File: src/rtl/bp_pkg.sv
// Shared branch-predictor definitions: FSM state encoding and saturating counter rules.
package bp_pkg;

  typedef enum logic [0:0] {
    ST_INIT = 1'b0,
    ST_RUN  = 1'b1
  } bp_state_e;

  localparam int unsigned CTR_MAX_W = 8;
  typedef logic [CTR_MAX_W-1:0] ctr_t;

  function automatic ctr_t ctr_max(input int unsigned ctr_w);
    return ctr_t'((32'd1 << ctr_w) - 32'd1);
  endfunction

  function automatic ctr_t sat_inc(input ctr_t ctr, input int unsigned ctr_w);
    return (ctr >= ctr_max(ctr_w)) ? ctr_max(ctr_w) : ctr + 8'd1;
  endfunction

  function automatic ctr_t sat_dec(input ctr_t ctr);
    return (ctr == 8'd0) ? 8'd0 : ctr - 8'd1;
  endfunction

endpackage

File: src/rtl/pht_predictor_if.sv
// Fetch/execute side bus of the pattern history table predictor.
interface pht_predictor_if #(
  parameter int unsigned PC_W = 32
);
  logic            req_valid;
  logic [PC_W-1:0] req_pc;
  logic            pred_valid;
  logic            pred_taken;
  logic            upd_valid;
  logic [PC_W-1:0] upd_pc;
  logic            upd_taken;
  logic            ready;

  modport master (
    output req_valid, req_pc, upd_valid, upd_pc, upd_taken,
    input  pred_valid, pred_taken, ready
  );

  modport slave (
    input  req_valid, req_pc, upd_valid, upd_pc, upd_taken,
    output pred_valid, pred_taken, ready
  );
endinterface

File: src/rtl/pht_ctr_upd.sv
// Combinational saturating counter next-value: increments on taken, decrements otherwise.
module pht_ctr_upd
  import bp_pkg::*;
#(
  parameter int unsigned CTR_W = 2
) (
  input  logic [CTR_W-1:0] ctr_i,
  input  logic             taken_i,
  output logic [CTR_W-1:0] ctr_nxt_o
);

  ctr_t ctr_ext_s;
  ctr_t nxt_ext_s;

  // Saturating step in the package-wide counter width, then narrowed back.
  always_comb begin
    ctr_ext_s = ctr_t'(ctr_i);
    if (taken_i) begin
      nxt_ext_s = sat_inc(ctr_ext_s, CTR_W);
    end else begin
      nxt_ext_s = sat_dec(ctr_ext_s);
    end
    ctr_nxt_o = CTR_W'(nxt_ext_s);
  end

endmodule

File: src/rtl/pht_predictor.sv
// Pattern history table branch predictor with init sweep; define PHT_GSHARE_EN to XOR
// the table index with a global history register (gshare), otherwise pure bimodal.
module pht_predictor
  import bp_pkg::*;
#(
  parameter int unsigned PC_W     = 32,
  parameter int unsigned IDX_W    = 6,
  parameter int unsigned PC_LSB   = 2,
  parameter int unsigned CTR_W    = 2,
  parameter int unsigned INIT_CTR = 2**CTR_W-1,
  parameter int unsigned HIST_W   = IDX_W
) (
  input  logic clk,
  input  logic rst_n,
  pht_predictor_if.slave bus
);

  localparam int unsigned DEPTH = 2**IDX_W;

  bp_state_e        state_q, state_d;
  logic [IDX_W-1:0] sweep_q, sweep_d;
  logic [CTR_W-1:0] table_q [DEPTH];
  logic             pred_valid_q, pred_valid_d;
  logic             pred_taken_q, pred_taken_d;
  logic [IDX_W-1:0] req_idx_s, upd_idx_s;
  logic [IDX_W-1:0] ridx_s, uidx_s;
  logic [CTR_W-1:0] ctr_nxt_s;
  logic             run_s;
  logic             unused_pc_s;

  assign run_s       = (state_q == ST_RUN);
  assign req_idx_s   = bus.req_pc[PC_LSB+IDX_W-1:PC_LSB];
  assign upd_idx_s   = bus.upd_pc[PC_LSB+IDX_W-1:PC_LSB];
  assign unused_pc_s = ^{bus.req_pc, bus.upd_pc};

`ifdef PHT_GSHARE_EN
  logic [HIST_W-1:0] ghr_q, ghr_d;

  // History shifts in each resolved outcome; held clear while the table is swept.
  always_comb begin
    if (state_q == ST_INIT) begin
      ghr_d = '0;
    end else if (bus.upd_valid) begin
      ghr_d = HIST_W'({ghr_q, bus.upd_taken});
    end else begin
      ghr_d = ghr_q;
    end
  end

  // Global history register.
  always_ff @(posedge clk or negedge rst_n) begin
    if (!rst_n) begin
      ghr_q <= '0;
    end else begin
      ghr_q <= ghr_d;
    end
  end

  assign ridx_s = req_idx_s ^ IDX_W'(ghr_q);
  assign uidx_s = upd_idx_s ^ IDX_W'(ghr_q);
`else
  localparam int unsigned HIST_W_UNUSED = HIST_W;
  assign ridx_s = req_idx_s;
  assign uidx_s = upd_idx_s;
`endif

  pht_ctr_upd #(
    .CTR_W (CTR_W)
  ) u_ctr_upd (
    .ctr_i     (table_q[uidx_s]),
    .taken_i   (bus.upd_taken),
    .ctr_nxt_o (ctr_nxt_s)
  );

  // FSM next state, sweep counter and prediction register inputs.
  always_comb begin
    state_d      = state_q;
    sweep_d      = '0;
    pred_valid_d = 1'b0;
    pred_taken_d = pred_taken_q;
    case (state_q)
      ST_INIT: begin
        sweep_d = sweep_q + IDX_W'(1);
        if (sweep_q == IDX_W'(DEPTH - 1)) begin
          state_d = ST_RUN;
        end else begin
          state_d = ST_INIT;
        end
      end
      ST_RUN: begin
        state_d = ST_RUN;
        if (bus.req_valid) begin
          pred_valid_d = 1'b1;
          pred_taken_d = table_q[ridx_s][CTR_W-1];
        end else begin
          pred_valid_d = 1'b0;
        end
      end
      default: begin
        state_d = ST_INIT;
      end
    endcase
  end

  // State, sweep index and output registers.
  always_ff @(posedge clk or negedge rst_n) begin
    if (!rst_n) begin
      state_q      <= ST_INIT;
      sweep_q      <= '0;
      pred_valid_q <= 1'b0;
      pred_taken_q <= 1'b0;
    end else begin
      state_q      <= state_d;
      sweep_q      <= sweep_d;
      pred_valid_q <= pred_valid_d;
      pred_taken_q <= pred_taken_d;
    end
  end

  // Table storage: init sweep owns the write port, then resolved updates do.
  always_ff @(posedge clk) begin
    if (state_q == ST_INIT) begin
      table_q[sweep_q] <= CTR_W'(INIT_CTR);
    end else if (bus.upd_valid) begin
      table_q[uidx_s] <= ctr_nxt_s;
    end
  end

  assign bus.pred_valid = pred_valid_q;
  assign bus.pred_taken = pred_taken_q;
  assign bus.ready      = run_s;

endmodule

File: src/flat_wrapper.sv
// flat-port wrapper written by rule: the top's interface ports become plain ports
module pht_predictor_flat import bp_pkg::*;
#(
  parameter int unsigned PC_W     = 32,
  parameter int unsigned IDX_W    = 6,
  parameter int unsigned PC_LSB   = 2,
  parameter int unsigned CTR_W    = 2,
  parameter int unsigned INIT_CTR = 2**CTR_W-1,
  parameter int unsigned HIST_W   = IDX_W
)
  (clk, rst_n, bus_req_valid, bus_req_pc, bus_upd_valid, bus_upd_pc, bus_upd_taken, bus_pred_valid, bus_pred_taken, bus_ready);
  pht_predictor_if #(.PC_W(PC_W)) bus_i ();
  input  logic clk;
  input  logic rst_n;
  input wire logic [$bits(bus_i.req_valid)-1:0] bus_req_valid;
  input wire logic [$bits(bus_i.req_pc)-1:0] bus_req_pc;
  input wire logic [$bits(bus_i.upd_valid)-1:0] bus_upd_valid;
  input wire logic [$bits(bus_i.upd_pc)-1:0] bus_upd_pc;
  input wire logic [$bits(bus_i.upd_taken)-1:0] bus_upd_taken;
  output wire logic [$bits(bus_i.pred_valid)-1:0] bus_pred_valid;
  output wire logic [$bits(bus_i.pred_taken)-1:0] bus_pred_taken;
  output wire logic [$bits(bus_i.ready)-1:0] bus_ready;
  assign bus_i.req_valid = bus_req_valid;
  assign bus_i.req_pc = bus_req_pc;
  assign bus_i.upd_valid = bus_upd_valid;
  assign bus_i.upd_pc = bus_upd_pc;
  assign bus_i.upd_taken = bus_upd_taken;
  assign bus_pred_valid = bus_i.pred_valid;
  assign bus_pred_taken = bus_i.pred_taken;
  assign bus_ready = bus_i.ready;
  pht_predictor #(.PC_W(PC_W), .IDX_W(IDX_W), .PC_LSB(PC_LSB), .CTR_W(CTR_W), .INIT_CTR(INIT_CTR), .HIST_W(HIST_W)) u_core (.clk(clk), .rst_n(rst_n), .bus(bus_i));
endmodule
File: config.mk
export PLATFORM = sky130hd
export DESIGN_NAME = pht_predictor_flat
export DESIGN_NICKNAME = d
export VERILOG_FILES = /design/src/rtl/bp_pkg.sv /design/src/rtl/pht_predictor_if.sv /design/src/rtl/pht_ctr_upd.sv /design/src/rtl/pht_predictor.sv /design/src/flat_wrapper.sv
export SDC_FILE = /design/constraint.sdc
export NUM_CORES = 1
export LEC_CHECK = 0
export CORE_ASPECT_RATIO = 1.2
export CORE_MARGIN = 2
export CORE_UTILIZATION = 60
export DETAILED_ROUTE_END_ITERATION = 12
export HOLD_SLACK_MARGIN = 0.05
export PLACE_DENSITY = 0.87
export SETUP_SLACK_MARGIN = 0.1
export SYNTH_ARGS = -nofsm -noshare
export SYNTH_HDL_FRONTEND = slang
export SYNTH_SLANG_ARGS = --single-unit
export TNS_END_PERCENT = 1
File: constraint.sdc
create_clock -name clk -period 13.59 [get_ports clk]
set_input_delay 4.077 -clock clk [delete_from_list [all_inputs] [get_ports clk]]
set_output_delay 4.077 -clock clk [all_outputs]
set_load 0.05 [all_outputs]
==> run summary, run 1 <==
Sequential area share after synthesis - 0.6201
RR Startpoint - u_core.table_q[11][1]$_DFFE_PP_
Largest family of logic cells by synthesized area - multiplexers
Worst Hold Class - flop to flop
Starting Density - 0.6209
Period utilisation layout - 0.5384
Post-route ant nets - 0
Hold EP - u_core.sweep_q[0]$_DFF_PN0_
Mapped cell area - 0.006561 mm^2
Yosys top cell by area - edfxtp_1
Routed via count - 4,341
NetSw - 189.1 uW
Power density cells - 128.5 mW/mm^2
Die height - 118.6 um
GR met1 Demand/Resource - 0.3422
Most frequent cell after synthesis - edfxtp_1
Post-synth top area share - 0.5858
Avg Inst Size Synth - 13.90 um^2
Synth area leaders - edfxtp_1 59%, mux2i_1 8.2%, mux4_1 5.2%, mux4_2 4.8%, nor2_1 4.3%
Worst setup SP type - input pin
Latest clock arrival within the worst-skew pair - 0.42 ns
Port Buffers - 19
RSZ-0062 raised after global routing - no
Data arrival, critical path - 7.53 ns
GRT Overall Usage - 0.2783
Post-synth cell types - 46
Io pins - 72
Reg2reg end - u_core.table_q[16][1]$_DFFE_PP_
Routed WL - 15,640 um
Met2 usage - 0.4514
Part of the power in registers - 0.478
Fmax achieved - 0.1367 GHz
Seq cells post-synth - 137
Post-synthesis cell count - 472
GRT overflow - 0
Synth Area in XOR/XNOR - 0.005339
Worst reg2reg path depth - 7
Critical path endpoint category - flop
Comb power frac - 0.038
Post-synth net total - 542
Number of post-CTS setup repair buffers - 0
# setup viols final - 0
Internal power - 761.5 uW
Post-synth EDFFs - 128
Clock Path Buffers - 2
Simple-Gate Fraction of Synth Area - 0.1196
GP Congestion - 0.8971
Residual DRC - 0
Worst endpoint required time - 13.80 ns
Number of global-route vias before repair - 4,342
Pin count of the biggest net entering global routing - 43
Status - finished clean
Max VDD drop - 0.09075 mV
Hold Crit Depth - 1
Fin nets - 557
H-tree Lvls - 4
Fin. max-slew vios - 0
Final Util - 0.7001
Hold Crit Start - u_core.sweep_q[0]$_DFF_PN0_
Crit Path Max Fanout - 33
Global route hottest layer - met2
Area of the core - 0.01057 mm^2
N_diodes - 0
Post-CTS sizing - 0
Post-detail-place hpwl - 9810 um
Initial DRC Count - 549
Static Leakage - 0.002243 uW
CP Class - input pin to flop
CTS Buf Count - 17
Slowest cell on crit path - a211oi_4
Worst-margin pin slew - 1.204 ns
Clk_skew - 0.007923 ns
CP Cell Sequence - buf_2 -> nor2b_1 -> a22oi_1 -> nand4_1 -> a41oi_1 -> nor4_1 -> a211oi_4 -> buf_4
Die Width - 99.46 um
Complex-gate fraction of the synthesized area - 0.04386
# fillers - 640
DRT Pass-1 Iters - 6
Multiplexer share of the synthesized area - 0.1842
Slew headroom - 0.1946
Routed length per instance - 24.87 um
Synth Area in Adders - 0.001907
Clk pwr share - 0.483
Max Cap Viol - 0
Vias per Instance - 6.901
Row count - 41
Slowest stage delay, CP - 1.01 ns
TritonCTS clock tree - done
Ys async rst share - 0.06569
Reg2reg setup slack - 10.39 ns
P&R area growth vs syn - 12.76%
Top_reg_cell synth - edfxtp_1
Synth warn - 0
Crit path time final - 7.317 ns
Most frequent cells after synthesis - 128 x edfxtp_1, 76 x nor2_1, 54 x mux2i_1
Fin. Hold Viols - 0
Die area - 0.01179 mm^2
Met3 GRT Util - 0.07569
Clock root buffer - clkbuf_16
Initial antenna violation count - 0
Hold Buf Count CTS - 0
Clk pin slew, worst setup/hold paths - 0.05 ns
Total clock sinks - 137
Layout cell share with drive strength beyond 1 - 0.1100
Global-route wire length before repair - 23,940 um
Switching share of total power - 0.1989
Setup TNS - 0 ns
## flip-flops by register name, summed over array words and instances, names as in the netlist
name / count
u_core.bus.ready: 1
u_core.table_q: 128
u_core.sweep_q: 6
u_core.bus.pred_taken: 1
u_core.bus.pred_valid: 1
## kinds of logic (layout without fill, tap and decap cells)
logic type,Yosys count,after routing
simple gates,175,175
flops,137,137
xor+xnor,4,4
buf+inv,30,58
compound gates,43,43
mux,82,82
fa+ha+maj,1,1
## layout by cell type (no fill, tap or decap), types with 2 or more instances in the layout
cell type and n:
nor4b_1 2, bufinv_16 3, clkinv_2 3, mux4_1 13, buf_2 2, or3_1 4, a211oi_1 2, edfxtp_1 128
nand2b_1 2, dfrtp_1 9, clkinvlp_4 4, o31ai_1 2, nor2b_1 6, clkdlybuf4s50_1 17, and2_1 6, nor4_1 3
a21oi_1 11, clkbuf_1 2, nand2_1 45, and3_1 2, nor2_1 76, a22oi_1 13, a31oi_1 2, nand4_1 2
mux2i_1 54, clkinv_4 2, clkbuf_16 17, o21ai_0 4, nand3b_1 3, inv_1 3, xor2_1 2, xnor2_1 2
buf_4 4, mux4_2 14, nand3_1 19
## power by group through the flow
| stage | Clock, uW | Sequential (uW) | Combinational [uW] |
|---|---|---|---|
| finish | 459 | 455 | 36.5 |
| detailed placement | 0 | 463 | 35.6 |
| global placement | 0 | 463 | 34.8 |
| global route | 480 | 454 | 38.3 |
| floorplan | 0 | 463 | 24.3 |
| CTS | 461 | 455 | 35.9 |
## worst max-delay path, delay by kind of cell
family / cells / cell delay, ns
and+or+nand+nor: 3 / 0.68
buffers and inverters: 2 / 1.17
AOI/OAI and AO/OA: 3 / 1.56
## metrics by stage
| step | instances | total power (uW) | cell area [um^2] | hold WS [ns] | setup WS [ns] |
|---|---|---|---|---|---|
| 6_report | 629 | 950.6 | 7398 | 0.5543 | 6.273 |
| 5_1_grt | 629 | 972.7 | 7398 | 0.5924 | 5.970 |
| 3_5_place_dp | 597 | 498.8 | 6799 | 0.5332 | 5.836 |
| 4_1_cts | 629 | 951.1 | 7398 | 0.5463 | 6.257 |
| 3_3_place_gp | 597 | 498.0 | 6799 | 0.5155 | 6.064 |
| 2_1_floorplan | 472 | 487.5 | 6561 | 0.4931 | 3.750 |
## worst max-delay path by stage
stage                     depth (start not counted)           from                         endpoint  slack, ns
final                                             8  bus_upd_pc[2]  u_core.table_q[16][1]$_DFFE_PP_       6.27
after global routing                              8  bus_upd_pc[2]  u_core.table_q[16][1]$_DFFE_PP_       5.97
after CTS                                         8  bus_upd_pc[2]  u_core.table_q[17][1]$_DFFE_PP_       6.26
after detailed placement                          8  bus_upd_pc[2]  u_core.table_q[33][1]$_DFFE_PP_       5.84
after global placement                            8  bus_upd_pc[2]  u_core.table_q[35][1]$_DFFE_PP_       6.06
after floorplan                                   8  bus_upd_pc[2]   u_core.table_q[0][0]$_DFFE_PP_       3.75
## routing by layer
metal	up-vias	share of wire	wire, um
met5	-	0	0
met4	0	0.047	731
met3	71	0.10	1638
met2	315	0.50	7837
met1	2111	0.35	5436
li1	1844	-	-
## cell type report
class	count	area [um^2]	share of cell area
sequential	137	4069	0.5500
clock buffer	20	446.7	0.06038
multi-input combinational	305	2347	0.3173
clock inverter	12	152.6	0.02063
timing repair buffer	23	210.2	0.02841
tap	129	161.4	0.02182
inverter	3	11.26	0.001522
(Power assumes the default switching activity.)
==> inputs of run 2 (changes only) <==
CORE_UTILIZATION = 57   (was 60)
PLACE_DENSITY = 0.84   (was 0.87)
clock period = 7 ns   (was 13.59 ns; I/O delays follow)
==> run 2 against run 1 <==
Critical endpoint is now u_core.table_q[61][1]$_DFFE_PP_; register-to-register slack worse by 6.6 ns; core utilization is 3.2 points lower; global-route usage fell by 1.7 points; via count down 2.5%.
==> run summary, run 2 (synthesis gave the netlist of run 1 again) <==
Reg with most FFs - u_core.table_q (unchanged)
Regs by FF count - u_core.table_q (128), u_core.sweep_q (6) (unchanged)
Switching share of total power - 0.1979 (was 0.1989)
Reg2reg setup slack - 3.84 ns (was 10.39 ns)
Crit path top cell by count - mux4_2
Clk pin slew, worst setup/hold paths - 0.06 ns (was 0.05 ns)
Routed length per instance - 23.48 um (was 24.87 um)
Static Leakage - 0.002259 uW (was 0.002243 uW)
Internal power - 1500 uW (was 761.5 uW)
Setup TNS - 0 ns (unchanged)
Max VDD drop - 0.1306 mV (was 0.09075 mV)
GRT overflow - 0 (unchanged)
Die area - 0.01239 mm^2 (was 0.01179 mm^2)
Slew headroom - 0.2143 (was 0.1946)
Worst endpoint required time - 7.09 ns (was 13.80 ns)
Clk pwr share - 0.491 (was 0.483)
Post-CTS sizing - 0 (unchanged)
Initial DRC Count - 477 (was 549)
GP Congestion - 0.9103 (was 0.8971)
Post-detail-place hpwl - 9456 um (was 9810 um)
NetSw - 370.0 uW (was 189.1 uW)
N_diodes - 0 (unchanged)
CP Cell Sequence - buf_2 -> mux4_2 -> mux4_2 -> nand2_1 -> nand3_1 -> nor4_1 -> a211oi_4 -> buf_4 (was buf_2 -> nor2b_1 -> a22oi_1 -> nand4_1 -> a41oi_1 -> nor4_1 -> a211oi_4 -> buf_4)
DRT Pass-1 Iters - 5 (was 6)
Critical path endpoint category - flop (unchanged)
Worst setup SP type - input pin (unchanged)
Die Width - 101.9 um (was 99.46 um)
Total clock sinks - 137 (unchanged)
Period utilisation layout - 0.7540
Count of non-filler cells in the finished layout - 652 (was 629)
RSZ-0062 raised after global routing - no (unchanged)
Io pins - 72 (unchanged)
Comb power frac - 0.037 (was 0.038)
Number of global-route vias before repair - 4,248 (was 4,342)
Clk_skew - 0.006597 ns (was 0.007923 ns)
Residual DRC - 0 (unchanged)
Reg2reg end - u_core.table_q[61][1]$_DFFE_PP_ (was u_core.table_q[16][1]$_DFFE_PP_)
Pin count of the biggest net entering global routing - 65 (was 43)
Worst-margin pin slew - 1.175 ns (was 1.204 ns)
Hold EP - u_core.bus.pred_taken$_DFFE_PN0P_ (was u_core.sweep_q[0]$_DFF_PN0_)
Number of post-CTS setup repair buffers - 0 (unchanged)
GRT Overall Usage - 0.2613 (was 0.2783)
Row count - 42 (was 41)
Slowest stage delay, CP - 0.78 ns (was 1.01 ns)
Commonest non-fill, non-tap cell in the layout - edfxtp_1 (unchanged)
Crit Path Max Fanout - 64 (was 33)
Fin. Hold Viols - 0 (unchanged)
Global-route wire length before repair - 23,380 um (was 23,940 um)
Starting Density - 0.5889 (was 0.6209)
# setup viols final - 0 (unchanged)
TritonCTS clock tree - done (unchanged)
Routed WL - 15,310 um (was 15,640 um)
Slowest cell on crit path - nor4_1 (was a211oi_4)
Initial antenna violation count - 0 (unchanged)
Vias per Instance - 6.492 (was 6.901)
CP Class - input pin to flop (unchanged)
Layout cell share with drive strength beyond 1 - 0.1084 (was 0.1100)
Multi-input combinational cell area - 0.002356 mm^2 (was 0.002347 mm^2)
Worst reg2reg path depth - 7 (unchanged)
Hold Crit Start - u_core.bus.pred_taken$_DFFE_PN0P_ (was u_core.sweep_q[0]$_DFF_PN0_)
Status - finished clean (unchanged)
Power density cells - 251.1 mW/mm^2 (was 128.5 mW/mm^2)
Post-route ant nets - 0 (unchanged)
Most frequent cells in the layout - 128 x edfxtp_1, 76 x nor2_1, 54 x mux2i_1 (unchanged)
Area of the core - 0.01114 mm^2 (was 0.01057 mm^2)
Cells after DPL - 622 (was 597)
Max Cap Viol - 0 (unchanged)
Routed via count - 4,233 (was 4,341)
Fin. max-slew vios - 0 (unchanged)
Clock root buffer - clkbuf_16 (unchanged)
H-tree Lvls - 4 (unchanged)
Port Buffers - 19 (unchanged)
Die height - 121.5 um (was 118.6 um)
Fin nets - 557 (unchanged)
CP Buf/Inv Count - 2 (unchanged)
Crit path time final - 5.278 ns
RR Startpoint - u_core.table_q[11][1]$_DFFE_PP_ (unchanged)
Hold Buf Count CTS - 0 (unchanged)
CTS Buf Count - 17 (unchanged)
Part of the power in registers - 0.472 (was 0.478)
Fmax achieved - 0.1895 GHz
Hold Crit Depth - 2 (was 1)
Latest clock arrival within the worst-skew pair - 0.42 ns (about the same)
Crit path max-delay family - multiplexers (was compound AO/OA/AOI/OAI gates)
Worst Hold Class - flop to flop (unchanged)
Clock Path Buffers - 2 (unchanged)
Data arrival, critical path - 5.36 ns (was 7.53 ns)
Sequential Area - 0.004069 mm^2 (unchanged)
Max reg flops - 128 (unchanged)
# fillers - 768 (was 640)
P&R area growth vs syn - 13.46% (was 12.76%)
run 2: layout make-up:
| class | instances | share of cell area |
|---|---|---|
| flip-flops and latches | 137 | 0.5466 |
| multi-input cells | 305 | 0.3165 |
| clock buffers | 17 | 0.05714 |
| repair buffers | 23 | 0.02824 |
| well taps | 154 | 0.02588 |
| clock inverters | 13 | 0.02420 |
| inverters | 3 | 0.001513 |
run 2: worst reg2reg max path, delay by kind of cell, from the launching register on:
| family | cells | cell delay [ns] |
|---|---|---|
| buffers and inverters | 1 | 0.36 |
| AO/OA/AOI/OAI | 1 | 0.03 |
| AND/OR/NAND/NOR | 3 | 1.06 |
| multiplexers | 2 | 0.95 |
| flip-flops | 1 | 0.39 |
run 2: through the flow:
stage	util	hold slack [ns]	total power [uW]	area, um^2	setup WS [ns]
after floorplan	-	0.4931	946.5	6568	0.1841
after global placement	0.6139	0.5154	967.1	6839	1.441
after detailed placement	0.6139	0.5390	967.6	6839	1.347
after CTS	0.6682	0.5512	1871	7445	1.768
after global routing	0.6682	0.5769	1913	7445	1.604
final	0.6682	0.5467	1870	7445	1.722
run 2: how the worst max path moves through the flow:
stage | from | to | slack [ns] | cells past startpoint
CTS | bus_upd_pc[2] | u_core.table_q[61][1]$_DFFE_PP_ | 1.77 | 8
floorplan | bus_upd_pc[3] | u_core.table_q[0][1]$_DFFE_PP_ | 0.18 | 9
finish | bus_upd_pc[2] | u_core.table_q[61][1]$_DFFE_PP_ | 1.72 | 8
global route | bus_upd_pc[2] | u_core.table_q[61][1]$_DFFE_PP_ | 1.60 | 8
detailed placement | bus_upd_pc[2] | u_core.table_q[14][1]$_DFFE_PP_ | 1.35 | 8
global placement | bus_upd_pc[2] | u_core.table_q[14][1]$_DFFE_PP_ | 1.44 | 8
run 2: power by group through the flow:
stage	registers, uW	clock network (uW)	logic (uW)
after floorplan	899	0	47.3
after global placement	899	0	67.9
after detailed placement	899	0	68.3
after CTS	882	919	69.0
after global routing	882	958	73.6
final	882	917	69.7
run 2: layer usage:
layer	part of all wire	GRT usage
met5	0	0
met2	0.51	0.4338
met3	0.087	0.05508
met4	0.036	0.1242
met1	0.36	0.3275
